## config.mk

```make
export PLATFORM = sky130hd
export DESIGN_NAME = alu_sequencer_flat
export DESIGN_NICKNAME = d
export VERILOG_FILES = /design/src/rtl/alu_seq_pkg.sv /design/src/rtl/alu_seq_if.sv /design/src/rtl/alu_seq_regfile.sv /design/src/rtl/alu_sequencer.sv /design/src/flat_wrapper.sv
export SDC_FILE = /design/constraint.sdc
export NUM_CORES = 1
export LEC_CHECK = 0
export BUFFER_PORTS_ARGS = -buffer_cell sky130_fd_sc_hd__buf_2
export CAP_MARGIN = 20
export CORE_MARGIN = 1
export CORE_UTILIZATION = 45
export DETAILED_ROUTE_END_ITERATION = 7
export GPL_TIMING_DRIVEN = 0
export PLACE_DENSITY_LB_ADDON = 0.08
export SYNTH_ARGS = -nofsm -noshare
export SYNTH_HDL_FRONTEND = slang
export SYNTH_SLANG_ARGS = --single-unit
```

## constraint.sdc

```tcl
create_clock -name clk -period 2.8 [get_ports clk]
set_clock_uncertainty 0.2 [all_clocks]
set_input_delay 0.42 -clock clk [delete_from_list [all_inputs] [get_ports clk]]
set_output_delay 0.42 -clock clk [all_outputs]
set_load 0.02 [all_outputs]
```

## src/rtl/alu_seq_pkg.sv

```systemverilog
// Shared definitions for the ALU sequencer: opcodes, FSM states and
// instruction field positions.
package alu_seq_pkg;

  localparam int INSTR_W = 16;

  // Opcodes use the ALU's own encoding so they can be forwarded unchanged.
  localparam logic [2:0] OP_ADD  = 3'b000;
  localparam logic [2:0] OP_NOTB = 3'b001;
  localparam logic [2:0] OP_AND  = 3'b010;
  localparam logic [2:0] OP_OR   = 3'b011;
  localparam logic [2:0] OP_ASR  = 3'b100;
  localparam logic [2:0] OP_SHL  = 3'b101;
  localparam logic [2:0] OP_BEQ  = 3'b110;
  localparam logic [2:0] OP_BNE  = 3'b111;

  // Instruction field bit positions; the branch target sits at [PC_W-1:0].
  localparam int OP_MSB = 15;
  localparam int OP_LSB = 13;
  localparam int RD_MSB = 12;
  localparam int RD_LSB = 11;
  localparam int RA_MSB = 10;
  localparam int RA_LSB = 9;
  localparam int RB_MSB = 8;
  localparam int RB_LSB = 7;

  typedef enum logic [1:0] {
    ST_IDLE   = 2'd0,
    ST_FETCH  = 2'd1,
    ST_DECODE = 2'd2,
    ST_EXEC   = 2'd3
  } state_t;

  // Both branch opcodes share the 11x prefix and never write back.
  function automatic logic is_branch(input logic [2:0] op);
    return (op[2:1] == 2'b11);
  endfunction

endpackage

```

## src/rtl/alu_seq_if.sv

```systemverilog
// Bus between the sequencer (master) and the combinational ALU (slave).
interface alu_seq_if #(
  parameter int DATA_W = 8
);
  logic [DATA_W-1:0] alu_a;
  logic [DATA_W-1:0] alu_b;
  logic [2:0]        alu_s;
  logic [DATA_W-1:0] alu_f;
  logic              alu_ovf;
  logic              alu_take_branch;

  modport master (
    output alu_a, alu_b, alu_s,
    input  alu_f, alu_ovf, alu_take_branch
  );

  modport slave (
    input  alu_a, alu_b, alu_s,
    output alu_f, alu_ovf, alu_take_branch
  );
endinterface

```

## src/rtl/alu_seq_regfile.sv

```systemverilog
// 4-entry register file: one write port, two operand read ports and one
// debug read port, all reads combinational.
module alu_seq_regfile #(
  parameter int DATA_W = 8
) (
  input  logic              clk,
  input  logic              rst,
  input  logic              i_we,
  input  logic [1:0]        i_waddr,
  input  logic [DATA_W-1:0] i_wdata,
  input  logic [1:0]        i_raddr_a,
  output logic [DATA_W-1:0] o_rdata_a,
  input  logic [1:0]        i_raddr_b,
  output logic [DATA_W-1:0] o_rdata_b,
  input  logic [1:0]        i_raddr_dbg,
  output logic [DATA_W-1:0] o_rdata_dbg
);

  logic [DATA_W-1:0] r_mem [4];

  genvar gi;
  generate
    for (gi = 0; gi < 4; gi++) begin : g_entry
      // Each entry clears on reset and loads when addressed by the write port.
      always_ff @(posedge clk) begin
        if (rst) begin
          r_mem[gi] <= '0;
        end else if (i_we && (i_waddr == 2'(gi))) begin
          r_mem[gi] <= i_wdata;
        end
      end
    end
  endgenerate

  assign o_rdata_a   = r_mem[i_raddr_a];
  assign o_rdata_b   = r_mem[i_raddr_b];
  assign o_rdata_dbg = r_mem[i_raddr_dbg];

endmodule

```

## src/rtl/alu_sequencer.sv

```systemverilog
// Issue side of the 8-bit ALU: program memory, register file and a
// FETCH/DECODE/EXEC sequencer driving the ALU bus.
// Optional step limit with abort output: define ALU_SEQ_STEP_LIMIT_EN.
module alu_sequencer
  import alu_seq_pkg::*;
#(
  parameter int PC_W      = 4,
  parameter int DATA_W    = 8,
  parameter int MAX_STEPS = 255
) (
  input  logic              clk,
  input  logic              rst,
  input  logic              start,
  input  logic [PC_W-1:0]   end_addr,
  input  logic              prog_we,
  input  logic [PC_W-1:0]   prog_addr,
  input  logic [15:0]       prog_data,
  input  logic              reg_we,
  input  logic [1:0]        reg_addr,
  input  logic [DATA_W-1:0] reg_data,
  input  logic [1:0]        rf_raddr,
  output logic [DATA_W-1:0] rf_rdata,
  alu_seq_if.master         alu,
  output logic              busy,
  output logic              done,
`ifdef ALU_SEQ_STEP_LIMIT_EN
  output logic              abort,
`endif
  output logic              ovf_sticky
);

  state_t                r_state;
  state_t                w_state_next;
  logic [PC_W-1:0]       r_pc;
  logic [PC_W-1:0]       r_end_addr;
  logic [INSTR_W-1:0]    r_instr;
  logic [INSTR_W-1:0]    r_prog_mem [0:(1<<PC_W)-1];
  logic [DATA_W-1:0]     r_alu_a;
  logic [DATA_W-1:0]     r_alu_b;
  logic [2:0]            r_alu_s;
  logic                  r_done;
  logic                  r_ovf;
  logic                  w_busy;

  logic [2:0]            w_op;
  logic [1:0]            w_rd;
  logic [1:0]            w_ra;
  logic [1:0]            w_rb;
  logic [PC_W-1:0]       w_target;
  logic                  w_take;
  logic                  w_halt;
  logic                  w_step_abort;
  logic [PC_W-1:0]       w_pc_next;
  logic                  w_rf_we;
  logic [1:0]            w_rf_waddr;
  logic [DATA_W-1:0]     w_rf_wdata;
  logic [DATA_W-1:0]     w_rdata_a;
  logic [DATA_W-1:0]     w_rdata_b;
  logic                  w_idle;
  logic                  w_unused_instr;

  assign w_idle   = (r_state == ST_IDLE);
  assign w_op     = r_instr[OP_MSB:OP_LSB];
  assign w_rd     = r_instr[RD_MSB:RD_LSB];
  assign w_ra     = r_instr[RA_MSB:RA_LSB];
  assign w_rb     = r_instr[RB_MSB:RB_LSB];
  assign w_target = r_instr[PC_W-1:0];
  // Bits between the rb field and the target are reserved.
  assign w_unused_instr = ^r_instr;

  // A branch redirects only when the ALU confirms the comparison.
  assign w_take    = alu.alu_take_branch && is_branch(w_op);
  assign w_halt    = (r_pc == r_end_addr) && !w_take;
  assign w_pc_next = w_take ? w_target : r_pc + 1'b1;

`ifdef ALU_SEQ_STEP_LIMIT_EN
  localparam int STEP_W = $clog2(MAX_STEPS + 1);
  logic [STEP_W-1:0] r_steps;
  logic              r_abort;

  // Runaway programs are cut off after MAX_STEPS executed instructions.
  assign w_step_abort = ((r_steps + STEP_W'(1)) == STEP_W'(MAX_STEPS)) && !w_halt;
  assign abort        = r_abort;

  // Executed-instruction counter and abort pulse.
  always_ff @(posedge clk) begin
    if (rst) begin
      r_steps <= '0;
      r_abort <= 1'b0;
    end else begin
      r_abort <= 1'b0;
      if (w_idle && start) begin
        r_steps <= '0;
      end else if (r_state == ST_EXEC) begin
        r_steps <= r_steps + STEP_W'(1);
        r_abort <= w_step_abort;
      end
    end
  end
`else
  localparam int unused_max_steps = MAX_STEPS;
  assign w_step_abort = 1'b0;
`endif

  // Host writes land only while idle; EXEC writes back non-branch results.
  always_comb begin
    w_rf_we    = 1'b0;
    w_rf_waddr = reg_addr;
    w_rf_wdata = reg_data;
    if (w_idle) begin
      w_rf_we = reg_we;
    end else if (r_state == ST_EXEC) begin
      w_rf_we    = !is_branch(w_op);
      w_rf_waddr = w_rd;
      w_rf_wdata = alu.alu_f;
    end
  end

  alu_seq_regfile #(
    .DATA_W (DATA_W)
  ) u_regfile (
    .clk         (clk),
    .rst         (rst),
    .i_we        (w_rf_we),
    .i_waddr     (w_rf_waddr),
    .i_wdata     (w_rf_wdata),
    .i_raddr_a   (w_ra),
    .o_rdata_a   (w_rdata_a),
    .i_raddr_b   (w_rb),
    .o_rdata_b   (w_rdata_b),
    .i_raddr_dbg (rf_raddr),
    .o_rdata_dbg (rf_rdata)
  );

  // Program memory: unreset block RAM with a registered fetch read.
  always_ff @(posedge clk) begin
    if (prog_we && w_idle) begin
      r_prog_mem[prog_addr] <= prog_data;
    end
    if (r_state == ST_FETCH) begin
      r_instr <= r_prog_mem[r_pc];
    end
  end

  // FSM state register.
  always_ff @(posedge clk) begin
    if (rst) begin
      r_state <= ST_IDLE;
    end else begin
      r_state <= w_state_next;
    end
  end

  // FSM next-state logic.
  always_comb begin
    w_state_next = r_state;
    case (r_state)
      ST_IDLE:   if (start) w_state_next = ST_FETCH;
      ST_FETCH:  w_state_next = ST_DECODE;
      ST_DECODE: w_state_next = ST_EXEC;
      ST_EXEC:   w_state_next = (w_halt || w_step_abort) ? ST_IDLE : ST_FETCH;
      default:   w_state_next = ST_IDLE;
    endcase
  end

  // FSM outputs.
  always_comb begin
    w_busy = (r_state != ST_IDLE);
  end

  // Datapath: PC, ALU operand registers, done pulse and sticky overflow.
  always_ff @(posedge clk) begin
    if (rst) begin
      r_pc       <= '0;
      r_end_addr <= '0;
      r_alu_a    <= '0;
      r_alu_b    <= '0;
      r_alu_s    <= '0;
      r_done     <= 1'b0;
      r_ovf      <= 1'b0;
    end else begin
      r_done <= 1'b0;
      case (r_state)
        ST_IDLE: begin
          if (start) begin
            r_pc       <= '0;
            r_end_addr <= end_addr;
            r_ovf      <= 1'b0;
          end
        end
        ST_DECODE: begin
          r_alu_a <= w_rdata_a;
          r_alu_b <= w_rdata_b;
          r_alu_s <= w_op;
        end
        ST_EXEC: begin
          if (w_op == OP_ADD) begin
            r_ovf <= r_ovf | alu.alu_ovf;
          end
          r_pc   <= w_pc_next;
          r_done <= w_halt || w_step_abort;
        end
        default: ;
      endcase
    end
  end

  assign alu.alu_a  = r_alu_a;
  assign alu.alu_b  = r_alu_b;
  assign alu.alu_s  = r_alu_s;
  assign busy       = w_busy;
  assign done       = r_done;
  assign ovf_sticky = r_ovf;

endmodule
```

## src/flat_wrapper.sv

```systemverilog
// flat-port wrapper written by rule: the top's interface ports become plain ports
module alu_sequencer_flat import alu_seq_pkg::*;
#(
  parameter int PC_W      = 4,
  parameter int DATA_W    = 8,
  parameter int MAX_STEPS = 255
)
  (clk, rst, start, end_addr, prog_we, prog_addr, prog_data, reg_we, reg_addr, reg_data, rf_raddr, rf_rdata, busy, done, ovf_sticky, alu_alu_a, alu_alu_b, alu_alu_s, alu_alu_f, alu_alu_ovf, alu_alu_take_branch);
  alu_seq_if #(.DATA_W(DATA_W)) alu_i ();
  input  logic clk;
  input  logic rst;
  input  logic start;
  input  logic [PC_W-1:0] end_addr;
  input  logic prog_we;
  input  logic [PC_W-1:0] prog_addr;
  input  logic [15:0] prog_data;
  input  logic reg_we;
  input  logic [1:0] reg_addr;
  input  logic [DATA_W-1:0] reg_data;
  input  logic [1:0] rf_raddr;
  output logic [DATA_W-1:0] rf_rdata;
  output logic busy;
  output logic done;
  output logic ovf_sticky;
  output wire logic [$bits(alu_i.alu_a)-1:0] alu_alu_a;
  output wire logic [$bits(alu_i.alu_b)-1:0] alu_alu_b;
  output wire logic [$bits(alu_i.alu_s)-1:0] alu_alu_s;
  input wire logic [$bits(alu_i.alu_f)-1:0] alu_alu_f;
  input wire logic [$bits(alu_i.alu_ovf)-1:0] alu_alu_ovf;
  input wire logic [$bits(alu_i.alu_take_branch)-1:0] alu_alu_take_branch;
  assign alu_alu_a = alu_i.alu_a;
  assign alu_alu_b = alu_i.alu_b;
  assign alu_alu_s = alu_i.alu_s;
  assign alu_i.alu_f = alu_alu_f;
  assign alu_i.alu_ovf = alu_alu_ovf;
  assign alu_i.alu_take_branch = alu_alu_take_branch;
  alu_sequencer #(.PC_W(PC_W), .DATA_W(DATA_W), .MAX_STEPS(MAX_STEPS)) u_core (.clk(clk), .rst(rst), .start(start), .end_addr(end_addr), .prog_we(prog_we), .prog_addr(prog_addr), .prog_data(prog_data), .reg_we(reg_we), .reg_addr(reg_addr), .reg_data(reg_data), .rf_raddr(rf_raddr), .rf_rdata(rf_rdata), .alu(alu_i), .busy(busy), .done(done), .ovf_sticky(ovf_sticky));
endmodule
```

# After elaboration in Yosys (flattened, before gate mapping)
# Memory sizes are Yosys's and may differ from the RTL's. A register that Yosys moved wholly into a read port is not among the register bits.
# Index checks and enable logic that the tools add are counted.
# W data, S select, Z words.
[word_totals]
ff_bits = 15
ramBits = 288
in_bits = 51
word_cells = 78
mem_count = 2
[memory_table]
columns = ["memory", "depth", "width", "read_ports", "rd_ports_with_merged_regs", "write_ports", "line_no", "rtl"]
rows = [
  ["u_core.r_prog_mem", 16, 16, 1, 1, 1, "alu_sequencer.sv:37", "logic [INSTR_W-1:0] r_prog_mem [0:(1<<PC_W)-1];"],
  ["u_core.u_regfile.r_mem", 4, 8, 3, 2, 4, "alu_seq_regfile.sv:19", "logic [DATA_W-1:0] r_mem [4];"],
]
[classes]
n_addsub = 1
n_eq_ne = 10
muxes = 35
bitwise = 6
reduce_logical = 18
[op_table]
columns = ["cell", "n"]
rows = [
  ["$mux W8", 6],
  ["$mux W1", 21],
  ["$eq A2 B2 Y1 const B", 5],
  ["$mux W4", 2],
  ["$pmux W2 S4", 1],
  ["$pmux W4 S2", 1],
  ["$logic_and A1 B1 Y1", 7],
  ["$mux W2", 3],
  ["$or A1 B1 Y1", 5],
  ["$add A4 B1 Y4 const B", 1],
  ["$eq A2 B1 Y1 const B", 2],
  ["$eq A4 B4 Y1", 1],
  ["$logic_not A2 Y1", 2],
  ["$ne A2 B2 Y1 const B", 2],
  ["$reduce_and A2 Y1", 2],
  ["$reduce_bool A2 Y1", 2],
  ["$logic_not A3 Y1", 1],
  ["$reduce_and A3 Y1", 1],
  ["$logic_not A1 Y1", 2],
  ["$pmux W1 S2", 1],
  ["$reduce_or A2 Y1", 1],
  ["$not A1 Y1", 1],
]

# Logic depth before layout (Yosys ltp)
# Gate-level depths: netlist of run 1.
[logic_depth]
word_depth = 9
depth_mapped = 8
mapped_depth_nobuf = 6

# Hierarchy
# From an unflattened synthesis of run 1, not the netlist that was laid out.
[unflattened]
hier_cells = 626
area_unflattened_um2 = 11696.2
[by_module_without_submodules]
columns = ["mod", "instances", "cells_each", "area_each_um2", "seq_area_each_um2"]
rows = [
  ["alu_sequencer", 1, 510, 9885.7, 7257.0],
  ["alu_seq_regfile", 1, 116, 1810.5, 960.9],
]

# Least setup slack after synthesis of run 1
# OpenSTA, ideal clock, no wires.
[synth_path]
kind = "register to register"
start = "register u_core.r_state[0]"
end = "memory u_core.r_prog_mem[3][0], enable pin"
setup_time_ns = 0.399
arrival_ns = 2.085
path_slack_ns = 0.115
path_stages_with_launch = 6
path_buffers = 1
path_cell_list = "dfxtp_1 > inv_1 > ha_1 > clkbuf_1 > nand4_1 > nor3_1"
[synth_via]
elab_chain_cells = 4
[synth_lines]
columns = ["element", "line_no", "rtl"]
rows = [
  ["start: declaration", "alu_sequencer.sv:32", "state_t r_state;"],
  ["start signal: assignment", "alu_sequencer.sv:150", "r_state <= w_state_next;"],
  ["$logic_not A2 Y1", "alu_sequencer.sv:62", "assign w_idle = (r_state == ST_IDLE);"],
  ["$logic_and A1 B1 Y1", "alu_sequencer.sv:137", "if (prog_we && w_idle) begin"],
  ["$mux W1", "alu_sequencer.sv:137", ""],
  ["$mux W1 (implied by the code)", "alu_sequencer.sv:138", "r_prog_mem[prog_addr] <= prog_data;"],
  ["end: declaration", "alu_sequencer.sv:37", ""],
]
# Every way passes these cells.

==> flow_summary_export.csv, run 1 <==
group,metric,value,unit
place,dp_hpwl,17540,um
hold_path,hold_depth,3,
worst_setup_path,path_cells,"inv_1, ha_1, nor2b_1, buf_2, mux2_4, or4_4, buf_6, nor2_1",
worst_setup_path,r2r-start,"u_core.r_state[0]",
pwr,ir_drop,0.4955,mV
global_route,grt_antenna_before_repair,3,
timing,slew_headroom,47.51,%
synthesis,synth_area_leader_cell,"edfxtp_1",
clock_tree,clockBufferDepth,3,
hold_path,hold_start,"start",
die,die_area,0.02607,mm^2
clock_tree,cts_root_buf,"clkbuf_16",
die,initial_core_util,46.51,%
clock_tree,cts.sinks,284,
synthesis,synth.area.top_cells,"edfxtp_1 (66%), mux4_2 (15%), dfxtp_1 (5.4%)",
timing,setup_slack,0.1376,ns
clock_tree,cts_buffers,29,
clock_tree,cts_tree,"done",
timing,drv_slew,0,
die,core_area,0.02460,mm^2
worst_setup_path,slowest_delay,0.52,ns
timing,final.period_utilization,95.09,%
die,fp.dieH,161.5,um
worst_setup_path,start_kind,"register",
die,die_w,161.5,um
routing,routed_wl,25140,um
synthesis,synth_cell_type_count,42,
timing,max_freq,375.6,MHz
synthesis,synth_edf_count,253,
worst_setup_path,critPathCaptureType,"register",
pwr,power_density,774.6,mW/mm^2
timing,setup_viol,0,
synthesis,yosys_warnings,0,
worst_setup_path,critPathTopFamily,"simple AND/OR/NAND/NOR gates",
global_route,track_usage,19.87,%
die,io_pins,81,
routing,vias,6171,
place,pre_cts_ws,-0.3236,ns
global_route,grt_overflow,0,
place,portBuffers,75,
worst_setup_path,path_buf_inv,3,
worst_setup_path,slowest_stage,"or4_4",
timing,hold_viol,0,
synthesis,async_flop_share,0,%
routing,drt_iter0_drc,401,
routing,ant_nets,0,
final_layout,synthToLayoutAreaGrowth,18.73,%
clock_tree,htreeDepth,1,
routing,wire_per_inst,22.90,um
final_layout,drive_gt1_share,32.77,%
run_status,status,"finished clean",
global_route,grt_max_degree,17,
pwr,finalPower,10.52,mW
synthesis,synth.avg_cell_area,18.52,um^2
die,fp-row-count,57,
synthesis,ys_seq_area_share,71.80,%
pwr,p_leak,4.572,nW
routing,drt-pass1-iter-count,5,
worst_setup_path,regToRegSetupSlack,0.14,ns
hold_path,hp-class,"in -> reg",
synthesis,synth_fp_nets,674,
worst_setup_path,rr_worst_depth,8,
synthesis,syn_area,0.01144,mm^2
worst_setup_path,crit_type,"reg -> reg",
worst_setup_path,arrival,2.86,ns
routing,viasPerCell,5.620,
synthesis,yosys_register_bits,284,
place,place.gp.congestion,0.7509,
timing,tightest_slew,0.7845,ns
worst_setup_path,path_max_fanout,8,
worst_setup_path,cp.required,3.00,ns
clock_tree,insertion_delay,0.54,ns
final_layout,fin_nets,805,
routing,remaining_drc_errors,0,
global_route,grt_pass1_vias,6327,
timing,period_needed,2.662,ns
synthesis,synthesis.instances,618,
clock_tree,path_clk_slew,0.07,ns
flow_run,maxCapViolCount,0,
global_route,grt_pass1_wl,37870,um
synthesis,yosysTopAreaCellShare,66.38,%
hold_path,worstHoldEndpoint,"u_core.r_end_addr[3]",
synthesis,synth_ff_type,"edfxtp_1",
worst_setup_path,reg2reg_to,"u_core.u_regfile.r_mem[2][5]",
[Yosys cell counts, drive strengths merged, types with 5 or more instances]
library cell  count
nand3             6
clkbuf           23
a22oi            28
a21oi             9
mux2i            30
dfxtp            31
ha                5
nand2            28
nor2             71
edfxtp          253
buf              12
mux4             76
[how the worst max path moves through the flow]
stage / startpoint / to / slack [ns] / cells after the start
finish: u_core.r_state[0] / u_core.u_regfile.r_mem[2][5] / 0.14 / 8
global route: u_core.r_state[0] / u_core.u_regfile.r_mem[2][4] / -0.002 / 8
CTS: u_core.r_pc[0] / u_core.r_instr[11] / 0.009 / 5
detailed placement: u_core.r_state[0] / u_core.r_prog_mem[11][3] / -0.32 / 6
global placement: u_core.r_state[0] / u_core.r_prog_mem[3][9] / -1.25 / 5
floorplan: u_core.r_state[0] / u_core.r_prog_mem[3][0] / 0.12 / 5
[cells in the final DEF, fill, tap and decap left out, drive strengths merged, types with 5 or more instances in the layout]
cell type / instances
clkinv: 9
clkbuf: 62
edfxtp: 253
buf: 106
dfxtp: 31
ha: 5
nand2: 28
a22oi: 28
nor2: 71
a21oi: 9
nand3: 6
mux2i: 30
mux4: 76
bufinv: 5
[flip-flops by register name, summed over array words and instances (netlist names)]
name and flops:
u_core.done 1, u_core.alu.alu_a 8, u_core.u_regfile.r_mem 32, u_core.r_end_addr 4, u_core.alu.alu_b 8, u_core.r_instr 13
u_core.r_state 2, u_core.r_pc 4, u_core.r_prog_mem 208, u_core.alu.alu_s 3, u_core.ovf_sticky 1
[cell families (layout without fill, tap and decap cells)]
| group | after synthesis | in the layout | synth area share [%] |
|---|---|---|---|
| flip-flops | 284 | 284 | 71.81 |
| multiplexers | 108 | 108 | 17.81 |
| adder cells (fa/ha/maj) | 5 | 5 | 0.5466 |
| AO/OA/AOI/OAI | 48 | 48 | 2.974 |
| AND/OR/NAND/NOR | 130 | 130 | 5.062 |
| buffers and inverters | 38 | 192 | 1.421 |
| XOR/XNOR | 5 | 5 | 0.3826 |
| other | 0 | 2 | 0 |
[cell type report]
cell class / count / area, um^2
Fill cell: 1984 / 11020
Sequential cell: 284 / 8218
Multi-Input combinational cell: 296 / 3162
Clock buffer: 37 / 755.7
Timing Repair Buffer: 101 / 645.6
Tap cell: 324 / 405.4
Clock inverter: 17 / 221.5
Buffer: 34 / 163.9
Inverter: 3 / 11.26
Antenna cell: 2 / 5.005
[stage by stage]
stage | util [%] | hold WS (ns) | cell area, um^2 | TNS (ns) | cells
after floorplan | - | 0.2478 | 11440 | 0 | 618
after global placement | 49.69 | 0.2584 | 12230 | -99.55 | 1017
after detailed placement | 50.47 | 0.2696 | 12420 | -21.14 | 1033
after CTS | 55.07 | 0.005813 | 13550 | 0 | 1096
after global routing | 55.20 | 0.02079 | 13580 | -0.001605 | 1096
final | 55.23 | 0.01925 | 13590 | 0 | 1098
[repair_timing]
action / in CTS / in global routing
pin swaps: 3 / 1
buffers inserted: 5 / 1
resized for setup: 19 / 14
endpoints found under the setup margin: 132 / 124
endpoints found under the hold margin: 4 / 0
hold buffers: 4 / 0
[power breakdown]
part	leakage [nW]	switching, mW	internal (mW)	total [mW]
Sequential	2.58	0.129	4.92	5.05
Clock	0.469	1.54	2.37	3.91
Combinational	1.52	0.918	0.641	1.56
Total	4.57	2.59	7.94	10.5
[metal layers]
metal | global-route usage, % | wire [um] | vias up
met4 | 5.660 | 596 | 2
met1 | 24.64 | 9962 | 3166
met3 | 3.261 | 1340 | 43
met2 | 35.83 | 13230 | 196
li1 | - | - | 2764
met5 | 0 | 13 | -
[worst reg2reg max path, cell delays in order, from the launching register on]
cell	delay [ns]
dfxtp_1	0.42
inv_1	0.11
ha_1	0.34
nor2b_1	0.15
buf_2	0.19
mux2_4	0.34
or4_4	0.52
buf_6	0.16
nor2_1	0.10
Power figures use the tool's default switching activity.
==> inputs of run 2 (changes only) <==
--- a/config.mk
+++ b/config.mk
@@ -7,11 +7,12 @@
 export LEC_CHECK = 0
 export BUFFER_PORTS_ARGS = -buffer_cell sky130_fd_sc_hd__buf_2
 export CAP_MARGIN = 20
-export CORE_MARGIN = 1
+export CORE_MARGIN = 3
 export CORE_UTILIZATION = 45
 export DETAILED_ROUTE_END_ITERATION = 7
 export GPL_TIMING_DRIVEN = 0
 export PLACE_DENSITY_LB_ADDON = 0.08
+export SETUP_SLACK_MARGIN = 0.5
 export SYNTH_ARGS = -nofsm -noshare
 export SYNTH_HDL_FRONTEND = slang
 export SYNTH_SLANG_ARGS = --single-unit
==> flow_summary_export.csv, run 2 (synthesis results as in run 1) <==
group,metric,value,unit
clock_tree,insertion_delay,0.54,ns
timing,slew_headroom,54.04,%
run_status,status,"finished clean",
final_layout,fin_nets,820,
global_route,grt_overflow,0,
pwr,power_frac_seq,48.2,%
hold_path,hp-class,"in -> reg",
global_route,track_usage,19.09,%
timing,max_freq,430.0,MHz
timing,grt_setup_unrepaired,"true",
routing,wire_per_inst,23.23,um
final_layout,layout_commonest_cell,"edfxtp_1",
place,dp_hpwl,17760,um
clock_tree,htreeDepth,1,
routing,vias,6249,
routing,viasPerCell,5.630,
clock_tree,clockBufferDepth,3,
clock_tree,cts_tree,"done",
pwr,switching_power,2.654,mW
place,placed_cells,1031,
pwr,switching_share,25.20,%
pwr,finalPower,10.53,mW
final_layout,max_flop_register,"u_core.r_prog_mem",
final_layout,largest_register_ffs,208,
clock_tree,cts_root_buf,"clkbuf_16",
worst_setup_path,arrival,2.54,ns
final_layout,utilization,56.22,%
final_layout,synthToLayoutAreaGrowth,21.22,%
final_layout,reg.largest.list,"u_core.r_prog_mem: 208 flops, u_core.u_regfile.r_mem: 32 flops, u_core.r_instr: 13 flops",
die,core_area,0.02468,mm^2
die,die_w,165.5,um
clock_tree,path_clk_slew,0.05,ns
global_route,grt_max_degree,17,
worst_setup_path,critPathCaptureType,"register",
global_route,grt_pass1_vias,6463,
timing,setup_viol,0,
die,initial_core_util,46.38,%
routing,drt-pass1-iter-count,5,
worst_setup_path,path_max_fanout,8,
timing,tightest_slew,0.6894,ns
pwr,power_density,759.0,mW/mm^2
timing,drv_slew,0,
timing,final.period_utilization,83.05,%
clock_tree,cts_buffers,30,
final_layout,fin_cells,1110,
worst_setup_path,start_kind,"register",
die,io_pins,81,
place,portBuffers,75,
worst_setup_path,cp.required,3.01,ns
routing,ant_nets,0,
routing,routed_wl,25790,um
final_layout,drive_gt1_share,37.15,%
pwr,p_leak,4.669,nW
pwr,combinationalPowerShare,16.3,%
flow_run,maxCapViolCount,0,
global_route,grt_pass1_wl,38590,um
clock_tree,cts.sinks,284,
pwr,ir_drop,0.5934,mV
die,fp-row-count,57,
routing,remaining_drc_errors,0,
worst_setup_path,crit_type,"reg -> reg",
place,place.gp.congestion,0.7638,
die,die_area,0.02738,mm^2
die,fp.dieH,165.5,um
global_route,grt_antenna_before_repair,1,
pwr,power.share.clock,35.5,%
final_layout,final_cell_mix,"edfxtp_1 (253), buf_2 (78), mux4_2 (76)",
pwr,internal-power,7.876,mW
final_layout,diodes,0,
timing,period_needed,2.325,ns
routing,drt_iter0_drc,515,
timing,hold_viol,0,
-- run 2: power groups by stage --
stage                     Clock [mW]  Sequential [mW]  Combinational [mW]
final                           3.74             5.07                1.72
after global routing            4.01             5.10                1.85
after CTS                       3.82             5.07                1.69
after detailed placement           0             5.14                1.52
after global placement             0             5.13                1.46
after floorplan                    0             5.17               0.986
-- run 2: timing repair --
item                                    CTS  global route
pin swaps                                13             2
endpoints found under the setup margin  295            83
hold buffers                              5             0
resized for setup                        76            21
endpoints found under the hold margin     4             0
setup buffers                            18             2
-- run 2: routing by layer --
| layer | up-vias | track usage (%) | share of wire (%) |
|---|---|---|---|
| met3 | 42 | 2.844 | 5.3 |
| met1 | 3216 | 25.05 | 41 |
| met5 | - | 0 | 0.050 |
| met4 | 2 | 4.802 | 2.3 |
| met2 | 191 | 33.67 | 52 |
| li1 | 2798 | - | - |
-- run 2: area by class of cell --
type | instances | area [um^2]
multi-input cells | 296 | 3323
clock inverters | 16 | 126.4
well taps | 324 | 405.4
flip-flops and latches | 284 | 8227
repair buffers | 114 | 734.5
plain buffers | 35 | 241.5
fillers | 1933 | 10800
inverters | 3 | 13.76
clock buffers | 38 | 802.0
-- run 2: path summary, 6_finish.rpt --
path	from	endpoint	slack (ns)	cells after the start
max	u_core.r_state[1]	u_core.u_regfile.r_mem[2][4]	0.47	8
min	start	u_core.r_end_addr[3]	0.02	3
max reg2reg	u_core.r_state[1]	u_core.u_regfile.r_mem[2][4]	0.47	8
min reg2reg	u_core.ovf_sticky	u_core.ovf_sticky	0.28	2
-- run 2: metrics by stage --
step / setup WS (ns) / cell area, um^2 / hold slack [ns] / setup TNS [ns]
after floorplan: 0.4654 / 11470 / 0.2478 / 0
after global placement: -0.5648 / 12250 / 0.2570 / -63.78
after detailed placement: -0.4772 / 12400 / 0.2692 / -19.03
after CTS: 0.4746 / 13780 / 0.0002882 / 0
after global routing: 0.4100 / 13870 / 0.02383 / 0
final: 0.4745 / 13870 / 0.02125 / 0
-- run 2: worst max-delay path: stages, from the launching register on --
cell and delay (ns):
dfxtp_4 0.39, inv_4 0.05, ha_4 0.18, nor2b_1 0.12, buf_4 0.16, mux2_4 0.31, or4_4 0.53, buf_12 0.17
nor2_4 0.07
